<file path="src/rtl/psg_ecfs_lvdcdc_sd_adc_pkg.sv">
// Shared widths for the LV DC-DC sigma-delta ADC integrator slice.
package psg_ecfs_lvdcdc_sd_adc_pkg;

    localparam int unsigned ACC_W = 22;
    localparam int unsigned DEC_W = 7;
    localparam int unsigned RUN_W = 10;

endpackage

</file>
<file path="src/rtl/psg_ecfs_lvdcdc_sd_adc_integ_stage.sv">
// One integrator stage of the CIC sinc3 front end: wrapping accumulator, frozen when en is low.
module psg_ecfs_lvdcdc_sd_adc_integ_stage
    import psg_ecfs_lvdcdc_sd_adc_pkg::*;
#(
    parameter int unsigned W = ACC_W
) (
    input  logic         clk,
    input  logic         reset_n,
    input  logic         en,
    input  logic [W-1:0] din,
    output logic [W-1:0] acc
);

    logic [W-1:0] r_acc;

    always_ff @(posedge clk or negedge reset_n) begin
        if (!reset_n) begin
            r_acc <= '0;
        end else if (en) begin
            r_acc <= r_acc + din;
        end
    end

    assign acc = r_acc;

endmodule

</file>
<file path="src/rtl/psg_ecfs_lvdcdc_sd_adc_integ.sv">
// Sigma-delta ADC integrator chain: mdat synchroniser, three integrators, /128 decimation
// strobe for the downstream differentiator, and a sticky stuck-bitstream detector.
module psg_ecfs_lvdcdc_sd_adc_integ
    import psg_ecfs_lvdcdc_sd_adc_pkg::*;
#(
    parameter int unsigned STUCK_LIMIT = 1023
) (
    input  logic             clk,
    input  logic             reset_n,
    input  logic             enable,
    input  logic             mdat,
    input  logic             sync,
    input  logic             fault_clr,
    output logic [ACC_W-1:0] cn_out,
    output logic             cnr128,
    output logic             stuck_fault
);

    localparam logic [RUN_W-1:0] LP_LIMIT = RUN_W'(STUCK_LIMIT);

    logic             r_d1, r_d2, r_d3;
    logic [DEC_W-1:0] r_dec;
    logic             r_cnr;
    logic [RUN_W-1:0] r_run;
    logic             r_stuck;
    logic [RUN_W-1:0] w_run_nxt;
    logic             w_stuck_set;
    logic [ACC_W-1:0] w_x, w_acc1, w_acc2, w_acc3;

    always_ff @(posedge clk or negedge reset_n) begin
        if (!reset_n) begin
            r_d1 <= 1'b0;
            r_d2 <= 1'b0;
            r_d3 <= 1'b0;
        end else begin
            r_d1 <= mdat;
            r_d2 <= r_d1;
            r_d3 <= r_d2;
        end
    end

    assign w_x = {{(ACC_W-1){1'b0}}, r_d2};

    psg_ecfs_lvdcdc_sd_adc_integ_stage #(.W(ACC_W)) u_int1 (
        .clk(clk), .reset_n(reset_n), .en(enable), .din(w_x),    .acc(w_acc1)
    );
    psg_ecfs_lvdcdc_sd_adc_integ_stage #(.W(ACC_W)) u_int2 (
        .clk(clk), .reset_n(reset_n), .en(enable), .din(w_acc1), .acc(w_acc2)
    );
    psg_ecfs_lvdcdc_sd_adc_integ_stage #(.W(ACC_W)) u_int3 (
        .clk(clk), .reset_n(reset_n), .en(enable), .din(w_acc2), .acc(w_acc3)
    );

    // sync takes priority over the terminal count and works regardless of enable
    always_ff @(posedge clk or negedge reset_n) begin
        if (!reset_n) begin
            r_dec <= '0;
            r_cnr <= 1'b0;
        end else if (sync) begin
            r_dec <= '0;
            r_cnr <= 1'b0;
        end else if (enable) begin
            r_dec <= r_dec + 1'b1;
            r_cnr <= (r_dec == '1);
        end else begin
            r_cnr <= 1'b0;
        end
    end

    always_comb begin
        w_run_nxt = r_run;
        if (r_d2 != r_d3) begin
            w_run_nxt = '0;
        end else if (r_run != '1) begin
            w_run_nxt = r_run + 1'b1;
        end
    end

    // Level compare keeps the set condition asserted while the run count sits saturated
    assign w_stuck_set = (w_run_nxt >= LP_LIMIT);

    always_ff @(posedge clk or negedge reset_n) begin
        if (!reset_n) begin
            r_run   <= '0;
            r_stuck <= 1'b0;
        end else begin
            r_run <= w_run_nxt;
            if (w_stuck_set) begin
                r_stuck <= 1'b1;
            end else if (fault_clr) begin
                r_stuck <= 1'b0;
            end
        end
    end

    assign cn_out      = w_acc3;
    assign cnr128      = r_cnr;
    assign stuck_fault = r_stuck;

endmodule
</file>
<file path="config.mk">
export PLATFORM = sky130hd
export DESIGN_NAME = psg_ecfs_lvdcdc_sd_adc_integ
export DESIGN_NICKNAME = d
export VERILOG_FILES = /design/src/rtl/psg_ecfs_lvdcdc_sd_adc_pkg.sv /design/src/rtl/psg_ecfs_lvdcdc_sd_adc_integ_stage.sv /design/src/rtl/psg_ecfs_lvdcdc_sd_adc_integ.sv
export SDC_FILE = /design/constraint.sdc
export NUM_CORES = 1
export LEC_CHECK = 0
export ABC_CLOCK_PERIOD_IN_PS = 3620
export BUFFER_PORTS_ARGS = -buffer_cell sky130_fd_sc_hd__buf_2
export CORE_UTILIZATION = 62
export DETAILED_ROUTE_END_ITERATION = 7
export PLACE_DENSITY = 0.81
export SYNTH_ARGS = -nofsm -noshare
export SYNTH_HDL_FRONTEND = slang
export SYNTH_SLANG_ARGS = --single-unit
</file>
<file path="constraint.sdc">
create_clock -name clk -period 3.62 [get_ports clk]
set_clock_uncertainty 0.2 [all_clocks]
set_input_delay 0.181 -clock clk [delete_from_list [all_inputs] [get_ports clk]]
set_output_delay 0.181 -clock clk [all_outputs]
set_load 0.005 [all_outputs]
</file>
== After elaboration in Yosys (flattened, before gate mapping) ==
Cells that the tools add are included.

* Register bits: 88
* Input bits: 6

* $add $sub $neg: 5
* $lt $le $gt $ge: 1
* Equality and inequality tests: 3
* Multiplexer cells: 8
* Reductions and logical operators: 2

{| class="wikitable"
|+ Operator list
! operator !! number
|-
| 22-bit adder || 2
|-
| 22-bit by 1-bit adder with 22-bit output || 1
|-
| 10-bit 2-to-1 mux || 2
|-
| 7-bit 2-to-1 mux || 2
|-
| 10-bit by 1-bit adder with 10-bit output (second input constant) || 1
|-
| 10-bit greater-or-equal comparator (second input constant) || 1
|-
| 10-bit inequality test (second input constant) || 1
|-
| 7-bit by 1-bit adder with 7-bit output (second input constant) || 1
|-
| 7-bit equality test (second input constant) || 1
|-
| 1-bit 2-to-1 mux || 4
|-
| 2-bit nonzero test || 2
|-
| 1-bit inequality test || 1
|}

== Depth between registers and ports, before layout ==
Gate-level depths: netlist of run 1.

* Depth after elaboration: 5
* Mapped depth: 9

== Hierarchy ==
Synthesis of run 1 repeated with hierarchy kept, for this count alone.

* Cells, all modules: 824
* Area total of the unflattened synthesis: 7363.3 µm²

{| class="wikitable"
|+ By module, submodules not included
! module !! times used !! cells an instance !! area an instance (µm²) !! sequential area each (µm²)
|-
| psg_ecfs_lvdcdc_sd_adc_integ_stage at u_int1 ... || 2 || 236 || 2077.0 || 550.5
|-
| psg_ecfs_lvdcdc_sd_adc_integ_stage at u_int3 || 1 || 238 || 2050.7 || 550.5
|-
| psg_ecfs_lvdcdc_sd_adc_integ || 1 || 114 || 1158.6 || 550.5
|}

== Worst setup path after synthesis of run 1 ==
Ideal clock, no wire load.

* Path kind: reg-to-reg
* Start: register u_int1.r_acc[0], in the netlist u_int1.acc[0]
* End: register u_int2.r_acc[14], in the netlist u_int2.acc[14]
* Library setup time: 0.125 ns
* Arrival time: 2.531 ns
* Required time: 3.295 ns
* Slack: 0.764 ns
* Stages on the path, launching flop included: 10
* Buffers on the path: 0
* Period minus slack after synthesis: 2.856 ns
* Path through: dfrtp_1 ha_1 fa_1 a21o_1 a221oi_2 o21ai_2 and3_4 a311o_1 xor2_1 mux2_4

* Cells in the longest elaborated chain, start to end: 1

{| class="wikitable"
|+ RTL lines
! what !! line !! source
|-
| start, declared || psg_ecfs_lvdcdc_sd_adc_integ_stage.sv:14 || <nowiki>logic [W-1:0] r_acc;</nowiki>
|-
| start signal, assigned || psg_ecfs_lvdcdc_sd_adc_integ_stage.sv:20 || <nowiki>r_acc <= r_acc + din;</nowiki>
|-
| 22-bit adder || psg_ecfs_lvdcdc_sd_adc_integ_stage.sv:20 ||
|-
| end signal, assigned || psg_ecfs_lvdcdc_sd_adc_integ_stage.sv:20 ||
|-
| end, declared || psg_ecfs_lvdcdc_sd_adc_integ_stage.sv:14 ||
|}

Every way passes these cells.
A chain may end at the register's enable or synchronous reset.

== Worst setup path in the final report of run 1 ==
* Start: register u_int3.r_acc[0], in the netlist u_int3.acc[0]
* End: register u_int3.r_acc[10], in the netlist u_int3.acc[10]

* Cells in the longest elaborated chain, start to end: 1

{| class="wikitable"
|+ RTL lines
! what !! line
|-
| start, declared || psg_ecfs_lvdcdc_sd_adc_integ_stage.sv:14
|-
| start signal, assigned || psg_ecfs_lvdcdc_sd_adc_integ_stage.sv:20
|-
| 22-bit adder || psg_ecfs_lvdcdc_sd_adc_integ_stage.sv:20
|}

Every way passes these cells.

==> flow_summary.toml, run 1 <==
[run_status]
status = "complete, no violations"

[synthesis]
yosys.area_share.simple_pct = 14.7
syn-instance-count = 591
synthAdderAreaFrac_pct = 10.6
synth_top_family_by_area = "compound AO/OA/AOI/OAI gates"
synth-compound-area-share_pct = 16.7
yosysWarnings = 0
synthXorXnorAreaFrac_pct = 9.84
seq_area_frac_synth_pct = 38.1
synthArstFlopShare_pct = 100
synth_ff_type = "dfrtp_1"
synth_edf_count = 0
muxShareOfSynthArea_pct = 7.83
avgSynthCellArea_um2 = 9.79
yosysUniqueCellTypes = 66
ys_ff_latch = 88
synth_area_mm2 = 0.00579
synthesis.nets = 645

[drt]
drt-vias-per-instance = 6.33
initialDrtViolationCount = 204
drt-wirelength-per-cell_um = 16.8
postRouteAntennaNets = 0
vias = 4616
wl_mm = 12.2
firstDrtPassIters = 5
drc_errors = 0

[floorplan]
die_w_um = 98.6
ios = 30
die-area_mm2 = 0.00972
die_h_um = 98.6
num_rows = 34
initial_core_util_pct = 65.1
coreArea_mm2 = 0.00889

[finish]
fillers = 660
fin_nets = 670
areaGrowthSynthToFinish_pct = 7.74
final_core_util_pct = 70.1
n_antenna_cell = 0
layout-drive-gt1-share_pct = 15.3

[global_route]
grt_pass1_vias = 4500
grt_use_total_pct = 27.0
grt_first_pass_wirelength_mm = 20.9
overflow = 0
grt_antenna_before_repair = 0
grt_max_degree = 69

[critical_path]
crit_start = "u_int3.acc[0]"
path_buf_inv = 0
rr_startpoint = "u_int3.acc[0]"
crit_type = "reg2reg"
crit_cells = 8
slowest_stage = "a2111oi_0"
cp.required_ps = 3680
r2r_setup_slack_ps = 460
ff2ff_path_depth = 8
crit_family = "compound AO/OA/AOI/OAI gates"
endpoint_kind = "flip-flop"
slowest_delay_ps = 680
worst_setup_path_start_kind = "flip-flop"
cp.arrival_ps = 3220
critPathMaxFanout = 3
cp_cell_sequence = "ha_1 > fa_1 > a211oi_1 > o21bai_1 > a2111oi_0 > o41ai_1 > xor2_1 > mux2_2"
crit_end = "u_int3.acc[10]"
r2r_end = "u_int3.acc[10]"

[sta]
max_freq_ghz = 0.316
final-max-slew-violation-count = 0
hold_viol_final = 0
worstMarginPinSlew_ps = 842
min_period_ps = 3160
period_share_pct = 87.4
rsz0062_at_grt = "false"
setup_viol = 0
slew_headroom_pct = 43.9
setup_tns_ps = 0

[clock_network]
clk_latency_ps = 370
cts.sinks = 88
clk_pin_slew_ps = 90
root_buffer = "clkbuf_8"
cts_htree_levels = 3
cts_tree = "built"
cts.repair.resized = 0
post_cts_buffers = 0
cts_made_buffers = 9
clk_path_buf_depth = 2

[power]
peakVddDrop_v = 0.000293
leakage_uw = 0.00291
p_per_area_mw_per_mm2 = 562

[placement]
numPortBuffers = 29
hpwl_mm = 9.08
gp_congestion = 0.934

[worst_hold_path]
min_path_type = "in2reg"
hold_start = "enable"

[run]
cap_violations = 0
-- stage by stage --
stage / worst slack (ps) / hold slack, ps / std cells / area (µm²) / power, µW
2_1_floorplan: 764 / -315 / 591 / 5790 / 2430
3_3_place_gp: 640 / 90.1 / 709 / 6000 / 2710
3_5_place_dp: 602 / 92.3 / 709 / 6000 / 2790
4_1_cts: 493 / 23.1 / 729 / 6230 / 3510
5_1_grt: 255 / 87.8 / 729 / 6230 / 3750
6_report: 458 / 35.0 / 729 / 6230 / 3500
-- metal layers --
metal	vias to the layer above	wire length, µm	GRT usage, %
met5	-	0	0
met1	2239	5580	35.7
met3	15	592	2.98
met4	0	194	9.76
li1	2236	-	-
met2	126	5850	46.3
-- worst min-delay path by stage --
stage,to,slack [ps],depth (start not counted)
finish,u_int2.acc[2],40,2
global route,u_int1.acc[2],90,3
CTS,u_int2.acc[2],20,2
detailed placement,r_d1,90,1
global placement,r_d1,90,1
floorplan,cnr128,-310,0
-- where the power goes --
group / switching, µW / internal, µW
clock network: 371 / 322
logic: 779 / 714
registers: 170 / 1150
-- Yosys cell counts (3+ instances only) --
master | count | share of area, %
a211oi_1 | 6 | 0.78
nor3_1 | 11 | 0.95
dfrtp_1 | 88 | 38
and2_1 | 3 | 0.32
mux2_2 | 38 | 7.4
a31oi_1 | 9 | 0.97
ha_1 | 46 | 9.9
o21a_1 | 9 | 1.2
xor2_1 | 20 | 3.0
inv_1 | 10 | 0.65
and4_1 | 3 | 0.45
xnor2_1 | 45 | 6.8
buf_1 | 6 | 0.39
clkbuf_1 | 8 | 0.52
o21bai_1 | 3 | 0.39
o21ai_1 | 11 | 0.95
or3_1 | 3 | 0.32
a21oi_1 | 42 | 3.6
and3_1 | 13 | 1.4
o21ai_0 | 17 | 1.5
nand3_1 | 22 | 1.9
nand4_1 | 15 | 1.6
nand2b_1 | 4 | 0.43
nor2_1 | 41 | 2.7
o211ai_1 | 3 | 0.39
a21o_1 | 13 | 1.7
nand2_1 | 42 | 2.7
buf_2 | 8 | 0.69
nor2b_1 | 3 | 0.32
-- cell usage in the layout, fill, tap and decap left out, drive strengths merged, types with 3 or more instances in the layout --
cell	n
dfrtp	88
ha	46
xnor2	45
a21oi	44
nand2	42
nor2	41
mux2	39
buf	32
o21ai	29
nand3	22
xor2	20
nand4	15
and3	14
a21o	13
nor3	11
inv	11
clkbuf	10
a31oi	9
o21a	9
a211oi	6
nand2b	4
dlygate4sd3	4
or3	3
o21bai	3
and2	3
and4	3
o211ai	3
nor2b	3
or2	3
a31o	3
-- final cells by class --
cell class / instances / area, µm² / share of cell area [%]
Timing Repair Buffer: 36 / 210 / 3.37
Inverter: 10 / 37.5 / 0.602
Clock inverter: 6 / 67.6 / 1.08
Multi-Input combinational cell: 471 / 3450 / 55.4
Sequential cell: 88 / 2200 / 35.3
Tap cell: 108 / 135 / 2.17
Clock buffer: 10 / 128 / 2.05
-- what timing repair did --
| item | 4_1_cts | 5_1_grt |
|---|---|---|
| endpoints found under the setup margin | 0 | 0 |
| hold endpoints to repair | 77 | 0 |
| hold buffers | 4 | 0 |
-- state kept, by name, summed over array words and instances (netlist names) --
| register | cells |
|---|---|
| u_int3.acc | 22 |
| r_run | 10 |
| r_d3 | 1 |
| r_dec | 7 |
| r_d2 | 1 |
| stuck_fault | 1 |
| cnr128 | 1 |
| r_d1 | 1 |
| u_int1.acc | 22 |
| u_int2.acc | 22 |
-- logic make-up after synthesis --
logic type	count (synthesis)
DFF	88
buffers and inverters	32
xor gates and xnor gates	65
AOI/OAI and AO/OA	146
muxes	40
adders and majority gates	48
and+or+nand+nor	172
Power figures use the tool's default switching activity.
==> inputs of run 2 (changes only) <==
CORE_UTILIZATION = 63   (was 62)
SYNTH_HIERARCHICAL = 1   (was unset)
==> run 2 against run 1 <==
Against the previous run: maximum frequency grew 8.5%; combinational power grew to 4.2 times the previous value; global-route usage rose by 2.9 points; cell area rose by 28%; register-to-register slack improved by 250 ps; die area rose by 25%.
==> flow_summary.toml, run 2 <==
[sta]
hold_viol_final = 0
setup_viol = 0
worstMarginPinSlew_ps = 896
slew_headroom_pct = 40.3
max_freq_ghz = 0.343
final-max-slew-violation-count = 0
rsz0062_at_grt = "false"
hold_slack_ps = 149
period_share_pct = 80.5
min_period_ps = 2920
setup_tns_ps = 0

[drt]
wl_mm = 17.8
vias = 6632
firstDrtPassIters = 6
drt-wirelength-per-cell_um = 17.7
drc_errors = 0
initialDrtViolationCount = 674
postRouteAntennaNets = 0
drt-vias-per-instance = 6.57

[critical_path]
worst_setup_path_start_kind = "flip-flop"
crit_type = "reg2reg"
critPathMaxFanout = 6
path_buf_inv = 1
cp.arrival_ps = 2950
cp_cell_sequence = "ha_1 > inv_1 > fa_1 > and2b_1 > o2111ai_2 > a21oi_2 > o2111ai_1 > and4_1 > a2111o_1"
cp.required_ps = 3650
endpoint_kind = "flip-flop"
crit_family = "compound AO/OA/AOI/OAI gates"
slowest_delay_ps = 400
slowest_stage = "fa_1"

[finish]
layout-drive-gt1-share_pct = 12.9
finalInstanceArea_mm2 = 0.00796
final_cell_mix = "88 x dfrtp_1, 73 x nand2_1, 65 x ha_1"
n_antenna_cell = 0
areaGrowthSynthToFinish_pct = 8.05
fin_nets = 935
layout_commonest_cell = "dfrtp_1"

[floorplan]
initial_core_util_pct = 64.5
die_h_um = 110
ios = 30
die-area_mm2 = 0.0121
num_rows = 39
coreArea_mm2 = 0.0114
die_w_um = 110

[clock_network]
clk_path_buf_depth = 2
cts_tree = "built"
clk_latency_ps = 350
cts_htree_levels = 3
cts.sinks = 88
cts_made_buffers = 9
clk_pin_slew_ps = 70
root_buffer = "clkbuf_16"
post_cts_buffers = 0

[synthesis]
ys_ff_latch = 88
yosysUniqueCellTypes = 73
synth_top_area_share_pct = 29.9
yosys-top-cells-area = "dfrtp_1 30%, ha_1 11%, mux2_2 4.7%"
seq_area_frac_synth_pct = 29.9
yosysWarnings = 6
synth_area_mm2 = 0.00736
avgSynthCellArea_um2 = 8.94
yosysTopAreaCell = "dfrtp_1"
synth_edf_count = 0
synthArstFlopShare_pct = 100
synth_ff_type = "dfrtp_1"
syn-instance-count = 824
ys_top_cells_by_count = "88 x dfrtp_1, 73 x nand2_1, 65 x ha_1"
yosysMostFrequentCell = "dfrtp_1"

[global_route]
overflow = 0
grt_first_pass_wirelength_mm = 28.2
grt_antenna_before_repair = 1
grt_pass1_vias = 5986
grt_use_total_pct = 29.9
grt_max_degree = 70

[run]
cap_violations = 0

[placement]
hpwl_mm = 13.4
gp_congestion = 0.950
numPortBuffers = 29
place_area_mm2 = 0.00763

[power]
p_per_area_mw_per_mm2 = 1120
leakage_uw = 0.00346
peakVddDrop_v = 0.000933

[run_status]
status = "complete, no violations"

[worst_hold_path]
min_path_type = "in2reg"
==> run 2: changes by cell type in the layout (fill, tap and decap cells not counted), moves of 9 or more <==
cell,previous run,this run
a211oi_1,6,20
a21oi_1,42,59
clkbuf_16,0,9
conb_1,0,23
ha_1,46,65
inv_1,10,29
nand2_1,42,73
nor2_1,41,60
o2111ai_1,0,9
o211ai_1,3,15
o21ai_0,17,30
o31ai_1,2,19
xnor2_1,45,22
==> run 2: per-layer routing <==
layer	vias to the layer above	share of wire, %	global-route usage [%]
met5	-	0	0
met4	0	2.8	12.5
met3	51	6.0	4.12
met2	238	47	49.1
met1	3155	44	39.6
li1	3188	-	-
==> run 2: logic make-up after synthesis <==
group                    Yosys count  share of synthesized area [%]
AO/OA/AOI/OAI                    282                           26.5
AND/OR/NAND/NOR                  244                           17.2
flip-flops                        88                           29.9
adder cells (fa/ha/maj)           68                           11.9
buffers and inverters             63                           3.89
multiplexers                      41                           6.12
XOR/XNOR                          37                           4.50
other                              1                         0.0509
==> run 2: path summary, 6_finish.rpt <==
kind	startpoint	endpoint	slack (ps)	depth (start not counted)
max in group asynchronous	reset_n	r_d3	2120	3
setup / recovery	u_int2/acc[0]	u_int2/acc[20]	700	9
setup reg to reg	u_int2/acc[0]	u_int2/acc[20]	700	9
hold reg to reg	r_d1	r_d2	170	0
min in group asynchronous	reset_n	u_int1/acc[20]	300	2
hold / removal	enable	u_int1/acc[16]	150	2
==> run 2: worst register-to-register path, stage by stage, from the launching register on <==
cell	delay, ps
dfrtp_1	380
ha_1	220
inv_1	70
fa_1	410
and2b_1	260
o2111ai_2	150
a21oi_2	320
o2111ai_1	190
and4_1	220
a2111o_1	380
==> run 2: where the power goes <==
group          internal (µW)  switching [µW]  leakage, µW  total [µW]
clock network            491             419     0.000132         910
logic                   2670            3520      0.00225        6190
registers               1410             416      0.00108        1820
total                   4570            4360      0.00346        8920
==> run 2: stage by stage <==
stage	setup slack, ps	power, µW	utilization, %	std cells
after floorplan	1010	6580	-	846
after global placement	877	7620	66.8	989
after detailed placement	733	7790	66.8	989
after CTS	702	8760	69.7	1009
after global routing	568	9670	69.7	1009
final	705	8920	69.7	1009
==> run 2: area by class of cell <==
cell class,count,area (µm²)
Multi-Input combinational cell,695,4960
Tap cell,143,179
Inverter,30,113
Sequential cell,88,2200
Clock buffer,10,239
Clock inverter,6,48.8
Timing Repair Buffer,37,218
Fill cell,924,3460
==> run 2: what timing repair did <==
action / in CTS / in global routing
gates resized for setup: 0 / 0
hold buffers: 4 / 0
hold endpoints to repair: 77 / 0
==> inputs of run 3 (changes only) <==
ABC_AREA = 1   (was unset)
ABC_CLOCK_PERIOD_IN_PS = 2630   (was 3620)
CORE_UTILIZATION = 58   (was 63)
PLACE_DENSITY = 0.78   (was 0.81)
clock period = 2.63 ns   (was 3.62 ns; I/O delays follow)
==> run 3 against run 2 <==
Against the previous run: highest routed layer unchanged; cell area up 10%; critical path type unchanged; setup slack lost 330 ps; largest cell class unchanged; die area rose by 18%.
==> flow_summary.toml, run 3 <==
[run]
cap_violations = 0

[synthesis]
yosysWarnings = 6
ys_ff_latch = 88
ys_top_cells_by_count = "500 x nand2_1, 202 x inv_1, 92 x nand3_1"
yosysUniqueCellTypes = 34
synth_ff_type = "dfrtp_1"
yosys.area_share.simple_pct = 42.5
synth_top_area_share_pct = 27.4
yosysTopAreaCell = "dfrtp_1"
synth-compound-area-share_pct = 5.74
seq_area_frac_synth_pct = 27.4
synthArstFlopShare_pct = 100
yosys-top-cells-area = "dfrtp_1 27%, nand2_1 23%, ha_1 10%"
synth_area_mm2 = 0.00805
avgSynthCellArea_um2 = 6.31
synthXorXnorAreaFrac_pct = 2.95
muxShareOfSynthArea_pct = 0
yosysMostFrequentCell = "nand2_1"
synth_edf_count = 0
synth_top_family_by_area = "simple AND/OR/NAND/NOR gates"
synthAdderAreaFrac_pct = 10.9
syn-instance-count = 1275

[drt]
drt-wirelength-per-cell_um = 13.0
vias = 7746
firstDrtPassIters = 5
wl_mm = 19.7
initialDrtViolationCount = 651
postRouteAntennaNets = 0
drc_errors = 0
drt-vias-per-instance = 5.13

[critical_path]
rr_startpoint = "u_int1/acc[0]"
cp_cell_sequence = "ha_1 > inv_1 > fa_1 > inv_1 > nand3_1 > nand3_1 > nand2_1 > nand2_2 > nand2_1 > nand2_1 > nand2_1 > nand3_1 > nand2_1"
endpoint_kind = "flip-flop"
slowest_stage = "dfrtp_1"
crit_family = "simple AND/OR/NAND/NOR gates"
path_buf_inv = 2
critPathMaxFanout = 4
crit_start = "u_int1/acc[0]"
cp.arrival_ps = 2290
slowest_delay_ps = 400
worst_setup_path_start_kind = "flip-flop"
crit_type = "reg2reg"
cp.required_ps = 2670
path_common_cell = "nand2_1"

[global_route]
grt_max_degree = 40
overflow = 0
grt_first_pass_wirelength_mm = 32.9
grt_use_total_pct = 28.9
grt_pass1_vias = 6979
grt_antenna_before_repair = 0

[sta]
slew_headroom_pct = 34.6
setup_tns_ps = 0
worstMarginPinSlew_ps = 980
min_period_ps = 2260
hold_viol_final = 0
rsz0062_at_grt = "false"
final-max-slew-violation-count = 0
max_freq_ghz = 0.443
hold_slack_ps = 91.0
setup_viol = 0
period_share_pct = 85.7

[clock_network]
cts_made_buffers = 9
cts_htree_levels = 3
root_buffer = "clkbuf_16"
cts.repair.resized = 0
cts_tree = "built"
cts.sinks = 88
clk_path_buf_depth = 2
clk_latency_ps = 350
clk_pin_slew_ps = 70
post_cts_buffers = 0

[floorplan]
coreArea_mm2 = 0.0134
initial_core_util_pct = 60.0
num_rows = 42
ios = 30
die-area_mm2 = 0.0143
die_w_um = 120
die_h_um = 120

[placement]
numPortBuffers = 29
hpwl_mm = 15.5
dp.cells = 1491
gp_congestion = 0.958
place_area_mm2 = 0.00847

[finish]
layout_commonest_cell = "nand2_1"
finalNonFillerCells = 1511
layout-drive-gt1-share_pct = 9.29
final_cell_mix = "500 x nand2_1, 202 x inv_1, 92 x nand3_1"
finalInstanceArea_mm2 = 0.00878
fin_nets = 1404
areaGrowthSynthToFinish_pct = 9.16
n_antenna_cell = 0

[power]
leakage_uw = 0.00502
p_per_area_mw_per_mm2 = 1390
peakVddDrop_v = 0.000560

[worst_hold_path]
min_path_type = "in2async"

[run_status]
status = "complete, no violations"
[run 3: cell type report]
| type | instances | area, µm² |
|---|---|---|
| flip-flops and latches | 88 | 2200 |
| clock buffers | 12 | 246 |
| repair buffers | 36 | 223 |
| inverters | 210 | 788 |
| clock inverters | 4 | 28.8 |
| fillers | 1250 | 4620 |
| well taps | 176 | 220 |
| multi-input cells | 985 | 5070 |
[run 3: worst paths after layout]
| path | cells after the start | slack [ps] | endpoint |
|---|---|---|---|
| worst min register to register | 0 | 200 | r_d2 |
| worst max-delay path | 13 | 370 | u_int2/acc[16] |
| worst max register to register | 13 | 370 | u_int2/acc[16] |
| min in group clk | 3 | 120 | u_int1/acc[0] |
| max in group asynchronous | 3 | 1500 | r_dec[2] |
| worst min-delay path | 2 | 90 | u_int3/acc[3] |
[run 3: per-stage QoR]
stage                     power, µW  utilization (%)  setup WS (ps)
after floorplan                8970                -            595
after global placement        10600             63.2            466
after detailed placement      10700             63.2            401
after CTS                     12000             65.5            392
after global routing          13600             65.5            206
final                         12200             65.5            375
[run 3: where the power goes]
| part | switching (µW) | leakage (µW) | internal (µW) | total [µW] |
|---|---|---|---|---|
| clock network | 551 | 0.000129 | 669 | 1220 |
| logic | 5280 | 0.00379 | 3190 | 8470 |
| registers | 619 | 0.00109 | 1900 | 2520 |
| total | 6450 | 0.00502 | 5760 | 12200 |
[run 3: metal layers]
layer / share of wire (%) / global-route usage (%)
met4: 1.4 / 8.36
met1: 48 / 40.0
met5: 0 / 0
met2: 46 / 47.4
met3: 4.7 / 3.33
[run 3: cell families (layout without fill, tap and decap cells)]
| logic type | Yosys count | in the layout |
|---|---|---|
| simple gates | 788 | 788 |
| other cells | 1 | 22 |
| compound gates | 82 | 82 |
| fa+ha+maj | 68 | 68 |
| xor+xnor | 25 | 25 |
| buf+inv | 223 | 262 |
| flops | 88 | 88 |
[run 3: timing repair]
item                                   CTS  global route
hold buffers                             4             0
endpoints found under the hold margin   81             0
setup endpoints to repair                0             0
